**config.mk**
```make
export PLATFORM = sky130hd
export DESIGN_NAME = piso_shift_reg
export DESIGN_NICKNAME = d
export VERILOG_FILES = /design/src/rtl/piso_shift_reg.sv
export SDC_FILE = /design/constraint.sdc
export NUM_CORES = 1
export LEC_CHECK = 0
export BUFFER_PORTS_ARGS = -buffer_cell sky130_fd_sc_hd__buf_2
export CORE_MARGIN = 2
export CORE_UTILIZATION = 53
export CTS_CLUSTER_SIZE = 25
export DETAILED_ROUTE_END_ITERATION = 12
export GPL_ROUTABILITY_DRIVEN = 0
export PLACE_DENSITY = 0.81
export SYNTH_ARGS = -nofsm -noshare
export SYNTH_HDL_FRONTEND = slang
export SYNTH_SLANG_ARGS = --single-unit
export TNS_END_PERCENT = 10
```
**constraint.sdc**
```tcl
create_clock -name clk_i -period 1.85 [get_ports clk_i]
set_input_delay 0.0925 -clock clk_i [delete_from_list [all_inputs] [get_ports clk_i]]
set_output_delay 0.0925 -clock clk_i [all_outputs]
set_load 0.005 [all_outputs]
```
**src/rtl/piso_shift_reg.sv**
```systemverilog
// Parallel-in serial-out shift register with frame valid/last status.
// Optional even-parity trailer bit when PISO_PARITY_EN is defined.
module piso_shift_reg #(
  parameter int WIDTH     = 16,
  parameter bit MSB_FIRST = 1'b1
) (
  input  logic             clk_i,
  input  logic             rst_i,
  input  logic             load_i,
  input  logic [WIDTH-1:0] din_i,
  output logic             dout_o,
  output logic             dout_valid_o,
  output logic             last_o
);

`ifdef PISO_PARITY_EN
  localparam int FRAME = WIDTH + 1;
`else
  localparam int FRAME = WIDTH;
`endif
  localparam int CW = $clog2(FRAME + 1);

  logic [FRAME-1:0] shreg_q, shreg_d;
  logic [FRAME-1:0] load_word;
  logic [CW-1:0]    cnt_q, cnt_d;

  // Parity sits after the last data bit in shift order, so its position depends on direction.
  always_comb begin
`ifdef PISO_PARITY_EN
    if (MSB_FIRST) load_word = {din_i, ^din_i};
    else           load_word = {^din_i, din_i};
`else
    load_word = din_i;
`endif
  end

  always_comb begin
    shreg_d = shreg_q;
    cnt_d   = cnt_q;
    if (load_i) begin
      shreg_d = load_word;
      cnt_d   = CW'(FRAME);
    end else if (cnt_q != '0) begin
      if (MSB_FIRST) shreg_d = {shreg_q[FRAME-2:0], 1'b0};
      else           shreg_d = {1'b0, shreg_q[FRAME-1:1]};
      cnt_d = cnt_q - CW'(1);
    end
  end

  always_ff @(posedge clk_i) begin
    if (rst_i) begin
      shreg_q <= '0;
      cnt_q   <= '0;
    end else begin
      shreg_q <= shreg_d;
      cnt_q   <= cnt_d;
    end
  end

  assign dout_o       = MSB_FIRST ? shreg_q[FRAME-1] : shreg_q[0];
  assign dout_valid_o = (cnt_q != '0);
  assign last_o       = (cnt_q == CW'(1));

endmodule

```
== Yosys cells after proc, flatten, opt, wreduce, memory -nomap -nowiden ==
Cells that the tools add are included.

* Register bits: 21

* Muxes and demuxes: 4
* Reduce and logical (&&, ||, !) cells: 3
* Add/subtract/negate cells: 1
* Equal/unequal tests: 1

{| class="wikitable"
|+ Operators by type and width
! cell !! count
|-
| 16-bit two-way mux || 2
|-
| 5-bit two-way mux || 2
|-
| 5-bit by 1-bit equality test with 1-bit output (second input constant) || 1
|-
| 5-bit nonzero test || 1
|-
| 5-bit by 1-bit subtractor with 5-bit output (second input constant) || 1
|-
| 2-bit nonzero test || 1
|-
| 2-bit OR reduction || 1
|}

== Longest topological paths before layout ==
Gate-level depths: netlist of run 1.

* Depth in word-level cells: 3
* Depth in mapped cells: 6
* Gate-level depth less buffers: 6

== Least setup slack after synthesis of run 1 ==
Ideal clock, no wire load.

* Kind: register to register
* From: register cnt_q[0]
* To: register shreg_q[10]
* Data arrival time: 1.408 ns
* Path buffers: 1
* Stages on the path, launching flop included: 7
* Setup slack: 0.338 ns
* Cell sequence: dfxtp_1 -> inv_1 -> ha_1 -> nor4b_4 -> buf_4 -> nor3_1 -> a2111oi_2

* Word-level cells in the longest chain between the ends: 2

{| class="wikitable"
|+ Ends and longest elaborated chain
! element !! RTL line !! text
|-
| start: declaration || 25 || <nowiki>logic [CW-1:0] cnt_q, cnt_d;</nowiki>
|-
| start signal: assignment || 56 || <nowiki>cnt_q <= cnt_d;</nowiki>
|-
| 5-bit nonzero test || 43 || <nowiki>end else if (cnt_q != '0) begin</nowiki>
|-
| 2-bit nonzero test (no line) || -- ||
|-
| end signal: assignment || 55 || <nowiki>shreg_q <= shreg_d;</nowiki>
|-
| end: declaration || 23 || <nowiki>logic [FRAME-1:0] shreg_q, shreg_d;</nowiki>
|}

Every way passes these cells.
A chain may end at the register's enable or synchronous reset.

== Final worst setup path of run 1 ==
* From: register cnt_q[0]
* To: register shreg_q[7]

The elaborated chain is that of the path after synthesis.

==> summary.txt, run 1 <==
Clocking
  • Later-pin clock latency in the skew report: 0.30 ns
  • H-tree depth: 1
  • Clock sink total: 21
  • Clock Tree Buf Depth: 2
  • Clk slew on worst S/H paths: 0.11 ns
  • CTS buffer count: 3
  • CTS tree: done
  • Root Buffer: clkbuf_4

Floorplan
  • Die height: 49.2 um
  • Core area: 1940 um^2
  • Site row count: 16
  • IO Pins: 22
  • Die ar.: 2420 um^2
  • Chip width: 49.2 um
  • Starting Density: 55.7%

Finish
  • Commonest cells after routing, fill and taps aside: dfxtp_1, buf_2, nor3_1
  • Post-route cell area: 1270 um^2
  • Final core utilization: 65.3%
  • Storage cell area: 420 um^2
  • Antenna diodes: 0
  • Fillers: 167
  • Multi-input gate area: 599 um^2
  • Syn-to-layout area delta: 17.1%
  • Layout cell share with drive strength beyond 1: 36.1%
  • Layout Nets: 155

STA
  • Pins Over Slew Limit: 0
  • Worst-Margin Slew: 0.712 ns
  • Final Hold Vio Count: 0
  • Fmax: 576 MHz
  • Setup TNS: 0 ns
  • Min Hold Slack: 0.0344 ns
  • Min Tclk post-route: 1.73 ns
  • Clock Skews: 0.00334 ns
  • Setup violators final: 0
  • Relative slew slack: 52.5%
  • Final worst-path cycle share: 93.8%
  • Final worst slack: 0.115 ns

Worst setup path
  • Setup CP Type: register to register
  • CP endpoint: shreg_q[7]
  • FF-to-FF Start: cnt_q[0]
  • CP Capture Type: register
  • CP arrival: 1.93 ns
  • Reg-to-Reg End: shreg_q[7]
  • R2R Setup Slk: 0.12 ns
  • Startpoint types: register
  • CP Data Required Time: 2.05 ns
  • Crit. Startpoint: cnt_q[0]
  • Worst-path fanout max: 14
  • FF-to-FF path depth: 6

Yosys
  • FF+latch count, synth: 21
  • Syn_area_per_cell: 9.58 um^2
  • Synth warnings: 0
  • Syn Nets: 134
  • Yosys cell types: 20
  • Mapped Cells: 113
  • Synthesized area: 1080 um^2
  • Post-synthesis sequential area ratio: 38.8%

Placement
  • Pre-CTS setup slack: 0.0816 ns
  • Number of port buffers: 21
  • Hpwl dp: 1330 um
  • Placed instance area: 1200 um^2

Routing
  • DRC viols: 0
  • Drt total wl: 1990 um
  • Post-route ant nets: 0
  • Via count: 864
  • DRT iter0 DRCs: 10
  • DR pass1 iterations: 4
  • Drt via density: 5.40
  • Average wire per standard cell: 12.4 um

GRT
  • Vias in the first global route: 756
  • GR Util All Layers: 16.8%
  • First-pass GRT wire length: 3200 um
  • Initial antenna violation count: 0
  • Largest net degree at the start of global routing: 51
  • GR Overflow Total: 0

Worst hold path
  • Hold path start: din_i[0]
  • Hold Path Stages: 3
  • Worst hold path type: input port to register

Power
  • Pwr per Cell Area: 998 nW/um^2
  • Worst ir drop on vdd: 0.000485 V
  • Leakage: 0.482 nW

Status
  • Status: complete, no violations

Flow run
  • Max Cap Viol: 0
==> kinds of logic after synthesis <==
| group | Yosys count | synth area share (%) |
|---|---|---|
| xor gates and xnor gates | 3 | 2.43 |
| adders and majority gates | 2 | 2.31 |
| and+or+nand+nor | 55 | 27.7 |
| buffers and inverters | 14 | 6.01 |
| AOI/OAI and AO/OA | 18 | 22.7 |
| DFF | 21 | 38.8 |
==> worst max-delay path: stages, from the launching register on <==
cell       delay, ns
dfxtp_1         0.35
inv_1           0.10
ha_2            0.20
nor4b_4         0.38
buf_12          0.19
nor3_1          0.06
a2111oi_2       0.36
==> per-layer routing <==
metal | up-vias | global-route usage [%] | wire, um
li1 | 449 | - | -
met1 | 402 | 21.6 | 919
met2 | 11 | 28.2 | 1010
met3 | 2 | 2.76 | 55
met4 | 0 | 5.71 | 7
met5 | - | 0 | 0
==> through the flow <==
step / instances / total power, mW
CTS: 157 / 1.20
global route: 160 / 1.34
floorplan: 113 / 0.897
finish: 160 / 1.26
global placement: 153 / 0.971
detailed placement: 153 / 0.990
==> registers in the layout, summed over array words and instances, names as in the netlist <==
name and cells:
shreg_q 16, cnt_q 5
==> how the worst min path moves through the flow <==
stage	end	slack, ns
final	shreg_q[0]	0.03
after detailed placement	shreg_q[0]	0.36
after global placement	shreg_q[0]	0.35
after floorplan	shreg_q[0]	0.24
after global routing	shreg_q[0]	0.04
after CTS	shreg_q[0]	0.03
==> report_power, final <==
group,switching [mW],internal (mW)
sequential,0.0436,0.518
clock,0.135,0.0839
combinational,0.238,0.246
total,0.417,0.848
==> cell type report <==
cell class	count	share of cell area, %
multi-input cells	78	47.3
well taps	27	2.67
repair buffers	26	13.6
clock buffers	4	2.07
flip-flops and latches	21	33.2
inverters	4	1.18
==> cells in the mapped netlist (all sizes together) <==
cell     number  area (um^2)
nand2         1         3.75
nor2b        14         87.6
nor2         17         63.8
a2111oi      16          235
ha            2         25.0
nand3b        1         7.51
xnor2         3         26.3
buf           6         35.0
clkbuf        4         15.0
dfxtp        21          420
inv           4         15.0
nor4b         2         32.5
a21oi         2         10.0
or3b          1         8.76
nor3         18         90.1
or3           1         6.26
==> what timing repair did <==
action | 4_1_cts | 5_1_grt
buffers inserted | 0 | 2
setup endpoints to repair | 0 | 14
hold buffers | 0 | 0
resized for setup | 0 | 2
(Power assumes the default switching activity.)
==> run 2, diff against run 1 <==
PLACE_DENSITY = 0.88   (was 0.81)
clock period = 1.95 ns   (was 1.85 ns; I/O delays follow)
==> summary.txt, run 2 (same netlist as run 1, synthesis figures left out) <==
Worst setup path
  • Startpoint types: register
  • Cell mode on critical path: inv_1
  • Slowest CP cell: dfxtp_1
  • CP Data Required Time: 1.85 ns (-0.20 ns)
  • Setup CP Type: register to output pin
  • Worst path max stage delay: 0.35 ns (-0.03 ns)
  • Worst-path fanout max: 6 (-8)
  • CP Cell Sequence: inv_1 -> ha_1 -> nor4b_4 -> inv_1 -> buf_2
  • CP arrival: 1.68 ns (-0.25 ns)
  • CP Capture Type: output pin

Power
  • Pwr per Cell Area: 929 nW/um^2 (-6.8%)
  • Switching power: 384 uW (-7.9%)
  • Leakage: 0.470 nW (-2.6%)
  • Switch share: 33.5% (+0.50 points)
  • Worst ir drop on vdd: 0.000616 V (+27%)
  • Sequential Power Share: 46.3% (+1.9 points)
  • Part of the power in combinational logic: 35.9% (-2.4 points)
  • Internal Pwr Total: 763 uW (-10%)
  • Clock network fraction of design power: 17.8% (+0.5 points)

Clocking
  • H-tree depth: 1 (unchanged)
  • Clock sink total: 21 (unchanged)
  • CTS tree: done
  • Clk slew on worst S/H paths: 0.12 ns (about the same)
  • CTS buffer count: 3 (unchanged)
  • Root Buffer: clkbuf_4
  • Later-pin clock latency in the skew report: 0.30 ns (about the same)
  • Clock Tree Buf Depth: 2 (unchanged)
  • Hold buffer count at CTS: 0 (unchanged)

STA
  • Worst-Margin Slew: 0.722 ns (+0.00946 ns)
  • RSZ-0062 raised after global routing: false
  • Pins Over Slew Limit: 0 (unchanged)
  • Final worst-path cycle share: 91.2%
  • Final Hold Vio Count: 0 (unchanged)
  • Relative slew slack: 51.9% (-0.63 points)
  • Setup violators final: 0 (unchanged)
  • Clock Skews: 0.00898 ns (+0.00564 ns)
  • Min Tclk post-route: 1.78 ns
  • Setup TNS: 0 ns (unchanged)
  • Fmax: 562 MHz

Finish
  • Largest registers: shreg_q: 16 flops, cnt_q: 5 flops
  • Multi-input gate area: 597 um^2 (-0.42%)
  • Final core utilization: 63.5% (-1.7 points)
  • Fillers: 167 (unchanged)
  • Storage cell area: 420 um^2 (unchanged)
  • Layout Nets: 153 (-1.3%)
  • Post-route cell area: 1230 um^2 (-2.7%)
  • Commonest cells after routing, fill and taps aside: dfxtp_1, buf_2, nor3_1
  • Largest register FFs: 16 (unchanged)
  • Antenna diodes: 0 (unchanged)
  • Syn-to-layout area delta: 14.0%
  • Layout cell share with drive strength beyond 1: 34.4% (-1.7 points)
  • Largest Register: shreg_q

Floorplan
  • Core area: 1940 um^2 (unchanged)
  • Die ar.: 2420 um^2 (unchanged)
  • Site row count: 16 (unchanged)
  • Die height: 49.2 um (unchanged)
  • IO Pins: 22 (unchanged)
  • Starting Density: 55.7% (unchanged)
  • Chip width: 49.2 um (unchanged)

GRT
  • Vias in the first global route: 806 (+6.6%)
  • GR Util All Layers: 17.2% (+0.47 points)
  • GR Overflow Total: 0 (unchanged)
  • Initial antenna violation count: 0 (unchanged)
  • Largest net degree at the start of global routing: 51 (unchanged)
  • First-pass GRT wire length: 3270 um (+2.2%)

Routing
  • DRT iter0 DRCs: 9 (-1)
  • Average wire per standard cell: 12.0 um (-3.7%)
  • DR pass1 iterations: 2 (-2)
  • Drt total wl: 1890 um (-4.9%)
  • Post-route ant nets: 0 (unchanged)
  • DRC viols: 0 (unchanged)
  • Via count: 841 (-2.7%)
  • Drt via density: 5.32 (-1.4%)

Placement
  • Hpwl dp: 1370 um (+3.1%)
  • Placed instance area: 1200 um^2 (unchanged)
  • Number of port buffers: 21 (unchanged)

Worst hold path
  • Worst hold path type: input port to register

Status
  • Status: complete, no violations

Flow run
  • Max Cap Viol: 0 (unchanged)
-- run 2: final timing paths --
| path | start | end | slack [ns] | cells after the start |
|---|---|---|---|---|
| min | din_i[0] | shreg_q[0] | 0.03 | 3 |
| max reg2reg | cnt_q[0] | shreg_q[15] | 0.19 | 6 |
| min reg2reg | shreg_q[0] | shreg_q[0] | 0.53 | 2 |
| max | cnt_q[0] | dout_valid_o | 0.17 | 5 |
-- run 2: cell type report --
type	count	area share [%]
multi-input combinational	78	48.4
sequential	21	34.1
timing repair buffer	24	11.4
tap	27	2.74
clock buffer	3	1.83
inverter	4	1.22
clock inverter	1	0.406
-- run 2: layer usage --
metal / share of wire (%) / track usage, % / vias up / routed length (um)
met2: 52 / 29.7 / 11 / 986
li1: - / - / 442 / -
met4: 0.74 / 8.57 / 0 / 14
met1: 45 / 21.1 / 386 / 848
met3: 2.3 / 1.84 / 2 / 43
met5: 0 / 0 / - / 0
-- run 2: through the flow --
| stage | hold slack [ns] | setup WS, ns | power, mW | instances |
|---|---|---|---|---|
| final | 0.0294 | 0.171 | 1.15 | 158 |
| after global routing | 0.0267 | 0.0377 | 1.22 | 158 |
| after CTS | 0.0190 | 0.125 | 1.15 | 157 |
| after detailed placement | 0.355 | 0.183 | 0.945 | 153 |
| after global placement | 0.349 | 0.274 | 0.927 | 153 |
| after floorplan | 0.242 | 0.438 | 0.851 | 113 |
-- run 2: worst max-delay path: cells and delay by family, from the launching register on --
family | cells | cell delay [ns]
flip-flops | 1 | 0.35
AND/OR/NAND/NOR | 1 | 0.34
adder cells (fa/ha/maj) | 1 | 0.21
buffers and inverters | 3 | 0.48
-- run 2: repair_timing --
item | CTS | global route
resized for setup | 0 | 0
endpoints found under the setup margin | 0 | 1
setup buffers | 0 | 1
-- run 2: power by group through the flow --
| stage | clock (mW) | combinational [mW] | sequential, mW |
|---|---|---|---|
| after global routing | 0.230 | 0.449 | 0.540 |
| after CTS | 0.214 | 0.406 | 0.532 |
| after floorplan | 0 | 0.318 | 0.532 |
| after detailed placement | 0 | 0.403 | 0.541 |
| final | 0.204 | 0.411 | 0.531 |
| after global placement | 0 | 0.389 | 0.538 |
==> run 3, diff against run 2 <==
CELL_PAD_IN_SITES_DETAIL_PLACEMENT = 2   (was default)
CELL_PAD_IN_SITES_GLOBAL_PLACEMENT = 2   (was default)
CORE_UTILIZATION = 32   (was 53)
PLACE_DENSITY = 0.87   (was 0.88)
==> summary.txt, run 3 (same netlist as run 1, synthesis figures left out) <==
STA
  • Setup TNS: 0 ns (unchanged)
  • Final worst slack: 0.155 ns (-0.0166 ns)
  • Setup violators final: 0 (unchanged)
  • Clock Skews: 0.00868 ns (-0.000297 ns)
  • Final Hold Vio Count: 0 (unchanged)
  • Final worst-path cycle share: 92.1% (+0.85 points)
  • Worst-Margin Slew: 0.761 ns (+0.0395 ns)
  • RSZ-0062 raised after global routing: true
  • Relative slew slack: 49.3% (-2.6 points)
  • Pins Over Slew Limit: 0 (unchanged)
  • Fmax: 557 MHz (-0.92%)
  • Min Tclk post-route: 1.80 ns (+0.0166 ns)
  • Min Hold Slack: 0.0335 ns (+0.00409 ns)

Power
  • Leakage: 0.465 nW (-1.0%)
  • Worst ir drop on vdd: 0.000277 V (-55%)
  • Pwr per Cell Area: 932 nW/um^2 (+0.27%)
  • Total power: 1.16 mW (+1.6%)

GRT
  • Initial antenna violation count: 0 (unchanged)
  • Largest net degree at the start of global routing: 51 (unchanged)
  • Vias in the first global route: 965 (+20%)
  • GR Util All Layers: 13.7% (-3.5 points)
  • GR Overflow Total: 0 (unchanged)
  • First-pass GRT wire length: 4250 um (+30%)

Worst setup path
  • CP Cell Sequence: inv_1 -> ha_1 -> nor4b_4 -> inv_1 -> buf_2
  • Worst path max stage delay: 0.36 ns (about the same)
  • Reg-to-Reg End: shreg_q[3]
  • FF-to-FF Start: cnt_q[0]
  • Top cell family by delay on the critical path: buffers and inverters
  • Critical path depth: 5 (unchanged)
  • CP Data Required Time: 1.85 ns (about the same)
  • Cell mode on critical path: inv_1
  • CP Capture Type: output pin
  • Slowest CP cell: dfxtp_1
  • Bufs and invs on worst path: 3 (unchanged)
  • FF-to-FF path depth: 6 (unchanged)
  • R2R Setup Slk: 0.18 ns (about the same)
  • CP arrival: 1.70 ns (+0.02 ns)
  • Worst-path fanout max: 6 (unchanged)
  • Startpoint types: register
  • Setup CP Type: register to output pin

Floorplan
  • Core area: 3280 um^2 (+69%)
  • Die height: 62.2 um (+26%)
  • Site row count: 21 (+5)
  • Chip width: 62.2 um (+26%)
  • IO Pins: 22 (unchanged)
  • Starting Density: 33.0% (-23 points)
  • Die ar.: 3860 um^2 (+60%)

Clocking
  • Hold buffer count at CTS: 0 (unchanged)
  • Setup Fix Bufs, Post-CTS: 0 (unchanged)
  • Post-cts resize count: 0 (unchanged)
  • Root Buffer: clkbuf_4
  • Clk slew on worst S/H paths: 0.13 ns (about the same)
  • H-tree depth: 1 (unchanged)
  • Later-pin clock latency in the skew report: 0.31 ns (about the same)
  • Clock sink total: 21 (unchanged)
  • Clock Tree Buf Depth: 2 (unchanged)
  • CTS tree: done
  • CTS buffer count: 3 (unchanged)

Routing
  • DR pass1 iterations: 4 (+2)
  • Via count: 872 (+3.7%)
  • Drt via density: 4.95 (-6.9%)
  • Post-route ant nets: 0 (unchanged)
  • Drt total wl: 2550 um (+35%)
  • DRC viols: 0 (unchanged)
  • DRT iter0 DRCs: 5 (-4)
  • Average wire per standard cell: 14.5 um (+21%)

Finish
  • Syn-to-layout area delta: 15.5%
  • Post-Layout Cell Count: 176 (+11%)
  • Post-route cell area: 1250 um^2 (+1.3%)
  • Layout Nets: 152 (-0.65%)
  • Layout cell share with drive strength beyond 1: 33.8% (-0.50 points)
  • Final core utilization: 38.1% (-25 points)
  • Largest register FFs: 16 (unchanged)
  • Commonest cells after routing, fill and taps aside: dfxtp_1, buf_2, nor3_1
  • Largest registers: shreg_q: 16 flops, cnt_q: 5 flops
  • Largest Register: shreg_q
  • Antenna diodes: 0 (unchanged)

Worst hold path
  • Hold EP: shreg_q[15]
  • Hold path start: din_i[15]
  • Worst hold path type: input port to register
  • Hold Path Stages: 3 (unchanged)

Placement
  • Placed cell count: 172 (+12%)
  • Pre-CTS setup slack: 0.159 ns (-0.0241 ns)
  • Number of port buffers: 21 (unchanged)
  • Placed instance area: 1220 um^2 (+2.0%)
  • Hpwl dp: 1880 um (+38%)

Status
  • Status: complete, no violations

Flow run
  • Max Cap Viol: 0 (unchanged)
==> run 3: cell count changes in the layout (fill, tap and decap cells not counted), sizes merged <==
cell / before / now
buf: 24 / 23
==> run 3: area by class of cell <==
cell class	count	area (um^2)
timing repair buffer	23	133
clock inverter	1	5.00
sequential	21	420
multi-input combinational	78	597
inverter	4	15.0
tap	46	57.6
fill	386	2030
clock buffer	3	22.5
==> run 3: worst max-delay path by stage <==
stage | slack [ns] | to | startpoint
after floorplan | 0.44 | shreg_q[10] | cnt_q[0]
after global placement | 0.32 | shreg_q[7] | cnt_q[0]
after detailed placement | 0.16 | shreg_q[9] | cnt_q[0]
after CTS | 0.1 | dout_valid_o | cnt_q[0]
after global routing | -0.01 | dout_valid_o | cnt_q[0]
final | 0.15 | dout_valid_o | cnt_q[0]
==> run 3: power by group <==
group	internal, mW	leakage [nW]	total [mW]	switching (mW)
registers	0.491	0.174	0.535	0.0439
logic	0.188	0.273	0.414	0.226
clock network	0.0765	0.0177	0.216	0.139
total	0.755	0.465	1.16	0.410
==> run 3: worst min-delay path, cell delays in order <==
cell and delay [ns]:
buf_2 0.09, inv_1 0.06, a2111oi_2 0.06
==> run 3: per-layer routing <==
metal	track usage [%]	part of all wire (%)
met1	14.6	40
met2	26.9	56
met3	1.99	3.2
met4	5.00	0.39
met5	0	0
